**config.mk**
```make
export PLATFORM = sky130hd
export DESIGN_NAME = instr_fetch_unit
export DESIGN_NICKNAME = d
export VERILOG_FILES = /design/src/rtl/instr_fetch_unit.sv
export SDC_FILE = /design/constraint.sdc
export NUM_CORES = 1
export LEC_CHECK = 0
export BUFFER_PORTS_ARGS = -buffer_cell sky130_fd_sc_hd__clkbuf_2
export CAP_MARGIN = 10
export CORE_UTILIZATION = 45
export CTS_CLUSTER_DIAMETER = 60
export DETAILED_ROUTE_END_ITERATION = 8
export PLACE_DENSITY = 0.73
export REMOVE_ABC_BUFFERS = 1
export SYNTH_ARGS = -nofsm -noshare
export SYNTH_HDL_FRONTEND = slang
export SYNTH_SLANG_ARGS = --single-unit
```
**constraint.sdc**
```tcl
create_clock -name I_clk -period 5.6 [get_ports I_clk]
set_input_delay 0.84 -clock I_clk [delete_from_list [all_inputs] [get_ports I_clk]]
set_output_delay 0.84 -clock I_clk [all_outputs]
set_load 0.05 [all_outputs]
```
**src/rtl/instr_fetch_unit.sv**
```systemverilog
// Instruction fetch stage: holds the PC, issues one req/ack read per
// fetch enable, latches the returned word and flags timeouts/overruns.
module instr_fetch_unit #(
  parameter int                 ADDR_W   = 16,
  parameter int                 DATA_W   = 16,
  parameter logic [ADDR_W-1:0]  RESET_PC = '0,
  parameter int                 TIMEOUT  = 15
) (
  input  logic              I_clk,
  input  logic              I_reset,
  input  logic              I_enfetch,
  input  logic              I_pc_load,
  input  logic [ADDR_W-1:0] I_pc_target,
  output logic              O_imem_req,
  output logic [ADDR_W-1:0] O_imem_addr,
  input  logic              I_imem_ack,
  input  logic [DATA_W-1:0] I_imem_rdata,
  output logic [DATA_W-1:0] O_instr,
  output logic [ADDR_W-1:0] O_instr_pc,
  output logic              O_instr_valid,
  output logic              O_busy,
  output logic              O_fetch_err,
  output logic              O_overrun
);

  localparam int CW = $clog2(TIMEOUT + 1);

  typedef enum logic {
    S_IDLE,
    S_WAIT
  } state_e;

  state_e            state_q;
  logic [ADDR_W-1:0] pc_q, pc_d;
  logic [CW-1:0]     cnt_q;
  logic              req_q;
  logic [ADDR_W-1:0] addr_q;
  logic [DATA_W-1:0] instr_q;
  logic [ADDR_W-1:0] ipc_q;
  logic              valid_q;
  logic              busy_q;
  logic              err_q;
  logic              ovr_q;
  logic              expire;

  // Wait budget is spent when this edge would be the TIMEOUT-th without ack
  assign expire = (int'(cnt_q) + 1) >= TIMEOUT;

  // Next PC: a branch/jump load wins over the post-fetch increment
  always_comb begin
    pc_d = pc_q;
    if (I_pc_load) begin
      pc_d = I_pc_target;
    end else if (state_q == S_WAIT && I_imem_ack) begin
      pc_d = addr_q + 1'b1;
    end
  end

  // Fetch FSM with all outputs registered
  always_ff @(posedge I_clk or posedge I_reset) begin
    if (I_reset) begin
      state_q <= S_IDLE;
      pc_q    <= RESET_PC;
      cnt_q   <= '0;
      req_q   <= 1'b0;
      addr_q  <= RESET_PC;
      instr_q <= '0;
      ipc_q   <= '0;
      valid_q <= 1'b0;
      busy_q  <= 1'b0;
      err_q   <= 1'b0;
      ovr_q   <= 1'b0;
    end else begin
      pc_q <= pc_d;
      case (state_q)
        S_IDLE: begin
          if (I_enfetch) begin
            req_q   <= 1'b1;
            addr_q  <= pc_q;
            valid_q <= 1'b0;
            cnt_q   <= '0;
            busy_q  <= 1'b1;
            state_q <= S_WAIT;
          end
        end
        S_WAIT: begin
          if (I_enfetch) begin
            ovr_q <= 1'b1;
          end
          if (I_imem_ack) begin
            instr_q <= I_imem_rdata;
            ipc_q   <= addr_q;
            valid_q <= 1'b1;
            req_q   <= 1'b0;
            busy_q  <= 1'b0;
            state_q <= S_IDLE;
          end else if (expire) begin
            req_q   <= 1'b0;
            busy_q  <= 1'b0;
            err_q   <= 1'b1;
            cnt_q   <= '0;
            state_q <= S_IDLE;
          end else begin
            cnt_q <= cnt_q + 1'b1;
          end
        end
        default: state_q <= S_IDLE;
      endcase
    end
  end

  assign O_imem_req    = req_q;
  assign O_imem_addr   = addr_q;
  assign O_instr       = instr_q;
  assign O_instr_pc    = ipc_q;
  assign O_instr_valid = valid_q;
  assign O_busy        = busy_q;
  assign O_fetch_err   = err_q;
  assign O_overrun     = ovr_q;

endmodule

```
* After elaboration in Yosys (flattened, before gate mapping)
Cells that the tools add are included.
** Operators by class
- Multiplexer cells :: 17
- Add/subtract/negate cells :: 3
- Eq/ne operators :: 4
- Shift operators :: 0
- Bitwise gates (word level) :: 2
- Reduce and logical (&&, ||, !) cells :: 9
- Div/mod/pow operators :: 0
- Multipliers :: 0
- $lt $le $gt $ge :: 1
** Operators by type and width (number)
- 2-to-1 mux 16 bit :: 2
- adder 16 x 1 -> 16 bit (second input constant) :: 1
- 2-to-1 mux 4 bit :: 3
- AND reduction 2 bit :: 6
- 2-to-1 mux 1 bit :: 8
- one-hot mux 4 bit (2 select lines) :: 1
- inequality test 2 bit (second input constant) :: 3
- one-hot mux 1 bit (2 select lines) :: 3
- adder 4 x 1 -> 5 bit (second input constant) :: 1
- greater-or-equal comparator 5 x 4 -> 1 bit (second input constant) :: 1
- adder 4 x 1 -> 4 bit (second input constant) :: 1
- inequality test 3 x 2 -> 1 bit (second input constant) :: 1
- AND reduction 3 bit :: 1
- NOT 1 bit :: 2
- nonzero test 2 bit :: 1
- logical AND 1 bit :: 1
** Storage, ports and cells
- Latch bits :: 0
- Output and inout bits :: 53
- Memories kept :: 0
- Memory bits (writable) :: 0
- Memory bits (read-only) :: 0
- Logic and storage cells :: 46
- Input bits :: 37
- Bits in registers :: 73

* Logic depth before layout (Yosys ltp)
Gate-level depths: netlist (run 1).
- Depth after elaboration :: 5
- Mapped depth :: 7

* Worst setup path after synthesis (run 1)
OpenSTA, ideal clock, no wires.
- Path type :: in2reg
- Start point :: in I_enfetch
- End point :: reg addr_q[15], in the netlist O_imem_addr[15]
- Data arrival time :: 1.701 ns
- Stages :: 3
- Buffers on the path :: 1
- Data required time :: 5.475 ns
- Slack :: 3.774 ns
- Path through :: nor2b_1 clkbuf_1 mux2_2
** Between the ends
- Longest elaborated chain between the ends :: 1
** RTL lines
- start: declaration :: RTL line 11 : input logic I_enfetch,
- AND reduction 2 bit (no source line)
- end signal: assignment :: RTL line 79 : addr_q <= pc_q;
- end: declaration :: RTL line 37 : logic [ADDR_W-1:0] addr_q;
No other way between the ends.
A chain may end at the register's enable or synchronous reset.

* Worst setup path in the final report (run 1)
- Start point :: in I_imem_ack
- End point :: reg pc_q[14]
** Between the ends
- Longest elaborated chain between the ends :: 2
** RTL lines
- start: declaration :: RTL line 16 : input logic I_imem_ack,
- logical AND 1 bit :: RTL line 54 : end else if (state_q == S_WAIT && I_imem_ack) begin
- nonzero test 2 bit (no source line)
- end signal: assignment :: RTL line 74 : pc_q <= pc_d;
- end: declaration :: RTL line 34 : logic [ADDR_W-1:0] pc_q, pc_d;
No other way between the ends.

==> impl_metrics.json, run 1 <==
{
  "status": "finished clean",
  "period_share_pct": 37.4,
  "synth-edff-count": 0,
  "crit_slowest_cell": "and2_2",
  "cts_root_buf": "clkbuf_8",
  "path_cells": "clkbuf_2 -> and2_2 -> nand2b_1 -> o221ai_1",
  "max_freq_ghz": 0.478,
  "yosysWarnings": 0,
  "cp.arrival_ns": 2.34,
  "placed_cell_area_um2": 3740,
  "routed_wirelength_mm": 6.74,
  "p_total_mw": 1.93,
  "hp-class": "flip-flop to flip-flop",
  "whs_path_depth": 1,
  "numPlacedInstances": 500,
  "pre_cts_slack_ns": 3.13,
  "hold-worst-slack_ns": 0.468,
  "cp.depth": 4,
  "cp.required_ns": 5.85,
  "maxCapViolations": 0,
  "r2r_cells": 3,
  "grt_max_degree": 74,
  "postCtsSetupRepairBufs": 0,
  "drv_slew": 0,
  "drive_above_1_share_pct": 31.4,
  "peakVddDrop_v": 0.000287,
  "num_vias": 2529,
  "syn_inst": 329,
  "crit_type": "input port to flip-flop",
  "path_max_fanout": 44,
  "slowest_delay_ns": 0.71,
  "cts_sinks": 73,
  "initial_core_util_pct": 46.9,
  "avgViaCountPerCell": 4.90,
  "synth_cell_types": 35,
  "async_reset_ff_share_pct": 100,
  "rsz0062_at_grt": "no",
  "place.gp.congestion": 0.759,
  "skew_ns": 0.00879,
  "fin_ws_ns": 3.51,
  "p_per_area_nw_per_um2": 491,
  "start_kind": "input port",
  "postLayoutCellArea_um2": 3930,
  "critPathTopFamily": "simple AND/OR/NAND/NOR gates",
  "die_y_um": 86.6,
  "final.fill_count": 633,
  "portBuffers": 89,
  "path_buf_inv": 1,
  "first_pass_iters": 4,
  "cts_max_level": 3,
  "grt_pass1_vias": 2394,
  "antenna_found_initial": 0,
  "finalSetupViolations": 0,
  "endpoint_kind": "flip-flop",
  "antenna_left": 0,
  "area_growth_pct": 22.0,
  "grt_usage_pct": 19.2,
  "numCtsBuffers": 9,
  "clkSlewWorstSetupHoldPaths_ns": 0.08,
  "rr_startpoint": "state_q",
  "overflow": 0,
  "nets": 455,
  "fp-row-count": 30,
  "dpl.hpwl_mm": 4.46,
  "synth_area_um2": 3220,
  "max_slew_margin_pct": 27.5,
  "synth_seq_cells": 73,
  "cts_tree": "done",
  "cts_resized": 0,
  "drt_iter0_drc": 118,
  "route.detailed.drc": 0,
  "worstMarginPinSlew_ns": 1.08,
  "final_hold_viol_count": 0,
  "r2r_end": "pc_q[14]",
  "p_leak_nw": 2.00,
  "ys.flop_type": "dfrtp_1",
  "tns_ns": 0,
  "fp.dieArea_um2": 7510,
  "die_w_um": 86.6,
  "hold_start": "O_overrun",
  "core_um2": 6870,
  "clockBufferDepth": 2,
  "cts.hold.buffers_added": 0,
  "grt_pass1_wl_mm": 11.0,
  "final_cell_count_no_fill": 516,
  "post-route-util_pct": 57.2,
  "wl_per_cell_um": 13.1,
  "synth_area_per_cell_um2": 9.80,
  "rrSetupSlack_ns": 3.64,
  "ys_seq_area_share_pct": 56.7,
  "clock_latency_ns": 0.34,
  "worstHoldEndpoint": "O_overrun",
  "min_period_ns": 2.09,
  "ioPinCount": 90,
  "antenna_cells": 0
}
-- area by class of cell --
| class | instances | area, µm² | share of cell area [%] |
|---|---|---|---|
| sequential | 73 | 1830 | 46.5 |
| multi-input combinational | 236 | 1320 | 33.4 |
| timing repair buffer | 91 | 460 | 11.7 |
| clock buffer | 9 | 124 | 3.15 |
| tap | 96 | 120 | 3.05 |
| clock inverter | 7 | 70.1 | 1.78 |
| inverter | 4 | 16.3 | 0.414 |
-- metal layers --
metal,track usage (%),vias to the layer above,share of wire (%)
met2,32.0,66,48
met1,24.7,1215,46
met3,4.95,6,4.6
met4,5.45,0,0.95
li1,-,1242,-
met5,0,-,0
-- placed cells by master (no fill, tap or decap), types with 8 or more instances in the layout --
| master | instances |
|---|---|
| clkbuf_2 | 89 |
| nor2_1 | 13 |
| clkbuf_8 | 9 |
| mux2_2 | 14 |
| dfrtp_1 | 73 |
| o21ai_0 | 17 |
| nand2_1 | 123 |
| xor2_1 | 9 |
| nand3_1 | 8 |
-- power by group --
group | internal [mW] | total [mW] | switching, mW
registers | 0.654 | 0.773 | 0.119
clock network | 0.206 | 0.406 | 0.201
logic | 0.185 | 0.751 | 0.567
total | 1.04 | 1.93 | 0.886
-- cells in the mapped netlist (3+ instances only) --
library cell / n / share of area [%]
ha_1: 3 / 1.2
mux2_2: 14 / 4.9
nand3_1: 8 / 1.2
buf_2: 6 / 0.93
o221ai_1: 6 / 1.6
clkbuf_1: 8 / 0.93
nor3b_1: 3 / 0.70
inv_1: 4 / 0.47
o21ai_0: 17 / 2.6
a21o_1: 3 / 0.70
nor2b_1: 4 / 0.78
nand2_1: 123 / 14
a21oi_1: 4 / 0.62
dfrtp_1: 73 / 57
nor2_1: 13 / 1.5
xor2_1: 9 / 2.4
xnor2_1: 6 / 1.6
-- worst max path at each step --
| stage | slack [ns] | from | endpoint |
|---|---|---|---|
| final | 3.51 | I_imem_ack | pc_q[14] |
| after global routing | 3.35 | I_imem_ack | pc_q[14] |
| after CTS | 3.49 | I_imem_ack | pc_q[14] |
| after detailed placement | 3.13 | I_imem_ack | pc_q[14] |
| after global placement | 3.21 | I_imem_ack | pc_q[14] |
| after floorplan | 2.91 | I_reset | O_busy |
-- flip-flops by register name, indices dropped and copies added, names as in the netlist, 4 cells and up --
| signal | count |
|---|---|
| O_instr | 16 |
| O_instr_pc | 16 |
| pc_q | 16 |
| cnt_q | 4 |
| O_imem_addr | 16 |
-- cell families (layout without fill, tap and decap cells) --
kind of cell	count (synthesis)	in the layout	synth area share, %
simple gates	164	164	22.4
flops	73	73	56.7
compound gates	38	38	7.57
buf+inv	20	111	2.68
mux	16	16	5.51
xor+xnor	15	15	4.07
fa+ha+maj	3	3	1.16
Note: power is estimated with default switching activity, not from simulation.
==> run 2, diff against run 1 <==
--- a/config.mk
+++ b/config.mk
@@ -10,7 +10,7 @@
 export CORE_UTILIZATION = 45
 export CTS_CLUSTER_DIAMETER = 60
 export DETAILED_ROUTE_END_ITERATION = 8
-export PLACE_DENSITY = 0.73
+export PLACE_DENSITY = 0.76
 export REMOVE_ABC_BUFFERS = 1
 export SYNTH_ARGS = -nofsm -noshare
 export SYNTH_HDL_FRONTEND = slang
==> constraint.sdc (replaced) <==
create_clock -name I_clk -period 1.8 [get_ports I_clk]
set_input_delay 0.27 -clock I_clk [delete_from_list [all_inputs] [get_ports I_clk]]
set_output_delay 0.27 -clock I_clk [all_outputs]
set_load 0.05 [all_outputs]
==> run 2 against run 1 <==
  * Setup slack lost 3.4 ns
  * Via count grew 2.3%
  * Worst hold slack lost 0.36 ns
  * Critical path depth grew 2
  * Routed wire length grew 3.0%
  * Clock power grew to 4.3 times the previous value
  * Non-clock buffer count grew 10
  * Combinational power grew to 3.3 times the previous value
  * Power grew to 3.4 times the previous value
  * Core utilization grew 3.1 points
  * Sequential power grew to 3.1 times the previous value
  * Register-to-register slack lost 3.5 ns
  * Critical endpoint is now O_fetch_err
  * Highest routed layer unchanged
==> impl_metrics.json, run 2 (synthesized netlist as in run 1, its figures left out) <==
{
  "whs_path_depth": 3,
  "wl_per_cell_um": 13.2,
  "cts_sinks": 73,
  "die_y_um": 86.6,
  "netSwitchingPower_mw": 2.74,
  "overflow": 0,
  "post-route-util_pct": 60.4,
  "grt_pass1_vias": 2468,
  "fp-row-count": 30,
  "fin_ws_ns": 0.0970,
  "worstMarginPinSlew_ns": 0.392,
  "ioPinCount": 90,
  "die_w_um": 86.6,
  "portBuffers": 89,
  "numCtsBuffers": 9,
  "worstHoldEndpoint": "O_instr[4]",
  "rr_startpoint": "cnt_q[0]",
  "peakVddDrop_v": 0.000645,
  "status": "finished clean",
  "final_hold_viol_count": 0,
  "finalSetupViolations": 0,
  "pwr-share-seq_pct": 36.1,
  "final.fill_count": 600,
  "p_leak_nw": 2.11,
  "endpoint_kind": "flip-flop",
  "p_per_area_nw_per_um2": 1580,
  "crit_start": "cnt_q[0]",
  "grt_pass1_wl_mm": 11.5,
  "min_period_ns": 1.70,
  "clockBufferDepth": 2,
  "rrSetupSlack_ns": 0.1,
  "hold-worst-slack_ns": 0.112,
  "avgViaCountPerCell": 4.92,
  "max_freq_ghz": 0.587,
  "core_um2": 6870,
  "cp.required_ns": 2.03,
  "p_comb_share_pct": 37.4,
  "num_vias": 2588,
  "drive_above_1_share_pct": 33.3,
  "p_int_mw": 3.81,
  "numPlacedInstances": 508,
  "dpl.hpwl_mm": 4.65,
  "antenna_cells": 0,
  "area_growth_pct": 28.6,
  "cp.arrival_ns": 1.94,
  "final_cell_count_no_fill": 526,
  "fp.dieArea_um2": 7510,
  "max_slew_margin_pct": 73.8,
  "rsz0062_at_grt": "no",
  "first_pass_iters": 4,
  "maxCapViolations": 0,
  "skew_ns": 0.00961,
  "cts_max_level": 3,
  "pre_cts_slack_ns": 0.0346,
  "clock_latency_ns": 0.35,
  "swShare_pct": 41.9,
  "start_kind": "flip-flop",
  "tns_ns": 0,
  "r2r_end": "O_fetch_err",
  "clkSlewWorstSetupHoldPaths_ns": 0.08,
  "cts_tree": "done",
  "routed_wirelength_mm": 6.95,
  "layout_common_cells": "nand2_1 (123), clkbuf_2 (89), dfrtp_1 (72), o21ai_0 (17), mux2_2 (14)",
  "p_clk_share_pct": 26.5,
  "route.detailed.drc": 0,
  "layout_commonest_cell": "nand2_1",
  "period_share_pct": 94.6,
  "hp-class": "input port to flip-flop",
  "initial_core_util_pct": 46.9,
  "cts_root_buf": "clkbuf_8",
  "grt_usage_pct": 20.1,
  "path_max_fanout": 6,
  "place.gp.congestion": 0.773,
  "nets": 465,
  "crit_type": "flip-flop to flip-flop",
  "antenna_left": 0,
  "grt_max_degree": 74,
  "antenna_found_initial": 0,
  "hold_start": "I_imem_rdata[4]",
  "r2r_cells": 6,
  "drt_iter0_drc": 104,
  "drv_slew": 0
}
-- run 2: cell count changes in the layout (fill, tap and decap cells not counted), sizes merged --
cell | previous run | this run
dlygate4sd3 | 0 | 1
clkbuf | 98 | 100
buf | 2 | 11
clkinv | 5 | 1
clkinvlp | 1 | 0
bufinv | 1 | 4
-- run 2: critical path, cell delays in order, from the launching register on --
cell,delay [ns]
dfrtp_2,0.44
ha_1,0.24
nor2b_1,0.16
o22ai_1,0.29
o21ai_2,0.15
buf_4,0.15
a21o_1,0.16
-- run 2: cell type report --
cell class                      count  area (µm²)  share of cell area [%]
Clock buffer                       11         151                    3.65
Clock inverter                      5         125                    3.02
Timing Repair Buffer              101         588                    14.2
Multi-Input combinational cell    236        1320                    31.8
Inverter                            4        15.0                   0.362
Sequential cell                    73        1830                    44.1
Tap cell                           96         120                    2.90
-- run 2: per-layer routing --
layer	track usage (%)	wire, µm
met5	0	0
met4	9.09	129
met3	4.19	348
met2	32.3	3240
met1	26.3	3230
-- run 2: worst max path at each step --
stage / end / slack [ns]
detailed placement: O_busy / 0.03
floorplan: O_busy / -0.32
finish: O_fetch_err / 0.1
global placement: O_busy / 0.18
CTS: O_busy / 0.01
global route: O_busy / 0.02
-- run 2: stage by stage --
step,area [µm²],power (mW)
after floorplan,3150,4.17
after global placement,3850,4.80
after detailed placement,3850,4.86
after CTS,4130,6.62
after global routing,4150,6.87
final,4150,6.55
-- run 2: what timing repair did --
| action | CTS | global route |
|---|---|---|
| gates resized for setup | 0 | 2 |
| endpoints found under the setup margin | 0 | 1 |
| hold buffers | 1 | 0 |
| setup buffers | 0 | 1 |
| hold endpoints to repair | 29 | 0 |
-- run 2: power by group through the flow --
| stage | sequential [mW] | clock, mW | combinational, mW |
|---|---|---|---|
| 2_1_floorplan | 3.56 | 0 | 0.617 |
| 3_3_place_gp | 2.37 | 0 | 2.43 |
| 3_5_place_dp | 2.40 | 0 | 2.47 |
| 4_1_cts | 2.36 | 1.77 | 2.48 |
| 5_1_grt | 2.42 | 1.83 | 2.62 |
| 6_report | 2.37 | 1.73 | 2.45 |
==> run 3, diff against run 2 <==
--- a/config.mk
+++ b/config.mk
@@ -11,7 +11,6 @@
 export CTS_CLUSTER_DIAMETER = 60
 export DETAILED_ROUTE_END_ITERATION = 8
 export PLACE_DENSITY = 0.76
-export REMOVE_ABC_BUFFERS = 1
 export SYNTH_ARGS = -nofsm -noshare
 export SYNTH_HDL_FRONTEND = slang
 export SYNTH_SLANG_ARGS = --single-unit
==> run 3 against run 2 <==
  * Routed wire length is 2.5% higher
  * Final area is 1.1% lower
  * Critical endpoint is now O_busy
  * Sequential power hardly changed
  * Critical path depth is 1 higher
  * Sequential share of layout area is 0.45 points higher
  * First-iteration DRC count is 4.8% higher
==> impl_metrics.json, run 3 (synthesized netlist as in run 1, its figures left out) <==
{
  "wl_per_cell_um": 13.4,
  "core_um2": 6870,
  "skew_ns": 0.0110,
  "ioPinCount": 90,
  "rsz0062_at_grt": "no",
  "drive_above_1_share_pct": 33.6,
  "clockBufferDepth": 2,
  "antenna_found_initial": 0,
  "wl_met3_um": 259,
  "start_kind": "flip-flop",
  "initial_core_util_pct": 46.9,
  "path_cells": "inv_1 -> ha_1 -> nor2_1 -> o22ai_2 -> o21ai_1 -> o21ai_0 -> a21o_1",
  "layout_common_cells": "nand2_1 (123), clkbuf_2 (89), dfrtp_1 (73), o21ai_0 (17), buf_4 (17)",
  "period_share_pct": 90.0,
  "hold-worst-slack_ns": 0.0949,
  "cts_tree": "done",
  "drt_iter0_drc": 109,
  "worstMarginPinSlew_ns": 0.399,
  "grt_pass1_vias": 2524,
  "antenna_left": 0,
  "path_max_fanout": 6,
  "slowest_delay_ns": 0.43,
  "peakVddDrop_v": 0.000579,
  "fp.dieArea_um2": 7510,
  "maxCapViolations": 0,
  "grt_pass1_wl_mm": 11.9,
  "fp-row-count": 30,
  "postCtsSetupRepairBufs": 0,
  "cts_sinks": 73,
  "tns_ns": 0,
  "layout_commonest_cell": "nand2_1",
  "grt_max_degree": 58,
  "clkSlewWorstSetupHoldPaths_ns": 0.08,
  "crit_type": "flip-flop to flip-flop",
  "status": "finished clean",
  "crit_slowest_cell": "dfrtp_1",
  "nets": 472,
  "routed_wirelength_mm": 7.12,
  "first_pass_iters": 4,
  "clock_latency_ns": 0.36,
  "drv_slew": 0,
  "cp.arrival_ns": 1.87,
  "area_growth_pct": 27.2,
  "portBuffers": 89,
  "cp.required_ns": 2.05,
  "met2WireLength_mm": 3.28,
  "p_per_area_nw_per_um2": 1520,
  "die_w_um": 86.6,
  "min_period_ns": 1.62,
  "max_freq_ghz": 0.618,
  "hp-class": "input port to flip-flop",
  "max_slew_margin_pct": 73.3,
  "cts_root_buf": "clkbuf_8",
  "cts_max_level": 3,
  "num_vias": 2623,
  "avgViaCountPerCell": 4.92,
  "path_buf_inv": 1,
  "antenna_cells": 0,
  "place.gp.congestion": 0.766,
  "highest_layer": "met4",
  "route.detailed.drc": 0,
  "syn_nets": 369,
  "wl_met1_mm": 3.38,
  "grt_usage_pct": 21.2,
  "endpoint_kind": "flip-flop",
  "final_hold_viol_count": 0,
  "dpl.hpwl_mm": 5.00,
  "die_y_um": 86.6,
  "finalSetupViolations": 0,
  "p_leak_nw": 2.10,
  "numCtsBuffers": 9,
  "critPathTopFamily": "compound AO/OA/AOI/OAI gates",
  "overflow": 0
}
-- run 3: cell types whose count changed in the layout (fill, tap and decap cells not counted), sizes merged --
| cell | previous run | this run |
|---|---|---|
| buf | 11 | 18 |
| inv | 4 | 3 |
| bufinv | 4 | 2 |
| clkinvlp | 0 | 3 |
-- run 3: what timing repair did --
action	CTS	global route
gates resized for setup	0	1
endpoints found under the hold margin	16	0
hold buffers	1	0
endpoints found under the setup margin	0	2
-- run 3: layout make-up --
class / count / area (µm²)
clock inverter: 5 / 80.1
fill: 617 / 2770
timing repair buffer: 108 / 603
multi-input combinational: 236 / 1320
clock buffer: 11 / 131
sequential: 73 / 1830
inverter: 4 / 18.8
tap: 96 / 120
-- run 3: per-stage QoR --
step | power (mW) | std cells | setup slack, ns | utilization [%] | instance area (µm²)
after floorplan | 4.21 | 329 | 0.0302 | - | 3230
after global placement | 4.82 | 516 | 0.257 | 56.4 | 3870
after detailed placement | 4.87 | 516 | 0.173 | 56.4 | 3870
after CTS | 6.27 | 533 | 0.138 | 59.6 | 4100
after global routing | 6.55 | 533 | 0.0367 | 59.7 | 4100
final | 6.23 | 533 | 0.181 | 59.7 | 4100
-- run 3: per-layer routing --
layer | global-route usage (%) | vias to the layer above
met3 | 3.43 | 14
met4 | 12.3 | 0
li1 | - | 1286
met5 | 0 | -
met2 | 33.3 | 68
met1 | 28.0 | 1255
-- run 3: path summary, 6_finish.rpt --
kind / from / endpoint / slack [ns] / depth (start not counted)
max: cnt_q[0] / O_busy / 0.18 / 7
min: I_imem_rdata[6] / O_instr[6] / 0.09 / 3
max reg2reg: cnt_q[0] / O_busy / 0.18 / 7
min reg2reg: O_fetch_err / O_fetch_err / 0.46 / 1
max in group asynchronous: I_reset / O_instr_pc[2] / 0.74 / 4
min in group asynchronous: I_reset / O_instr[7] / 0.45 / 3
-- run 3: report_power, final --
part / internal, mW / leakage, nW / switching, mW / total [mW]
logic: 0.650 / 1.10 / 1.84 / 2.49
clock network: 0.778 / 0.0995 / 0.601 / 1.38
registers: 2.04 / 0.903 / 0.315 / 2.35
total: 3.47 / 2.10 / 2.76 / 6.23
-- run 3: tightest hold or removal path, delay by kind of cell --
kind	cells	cell delay, ns
buf+inv	1	0.08
simple gates	2	0.08
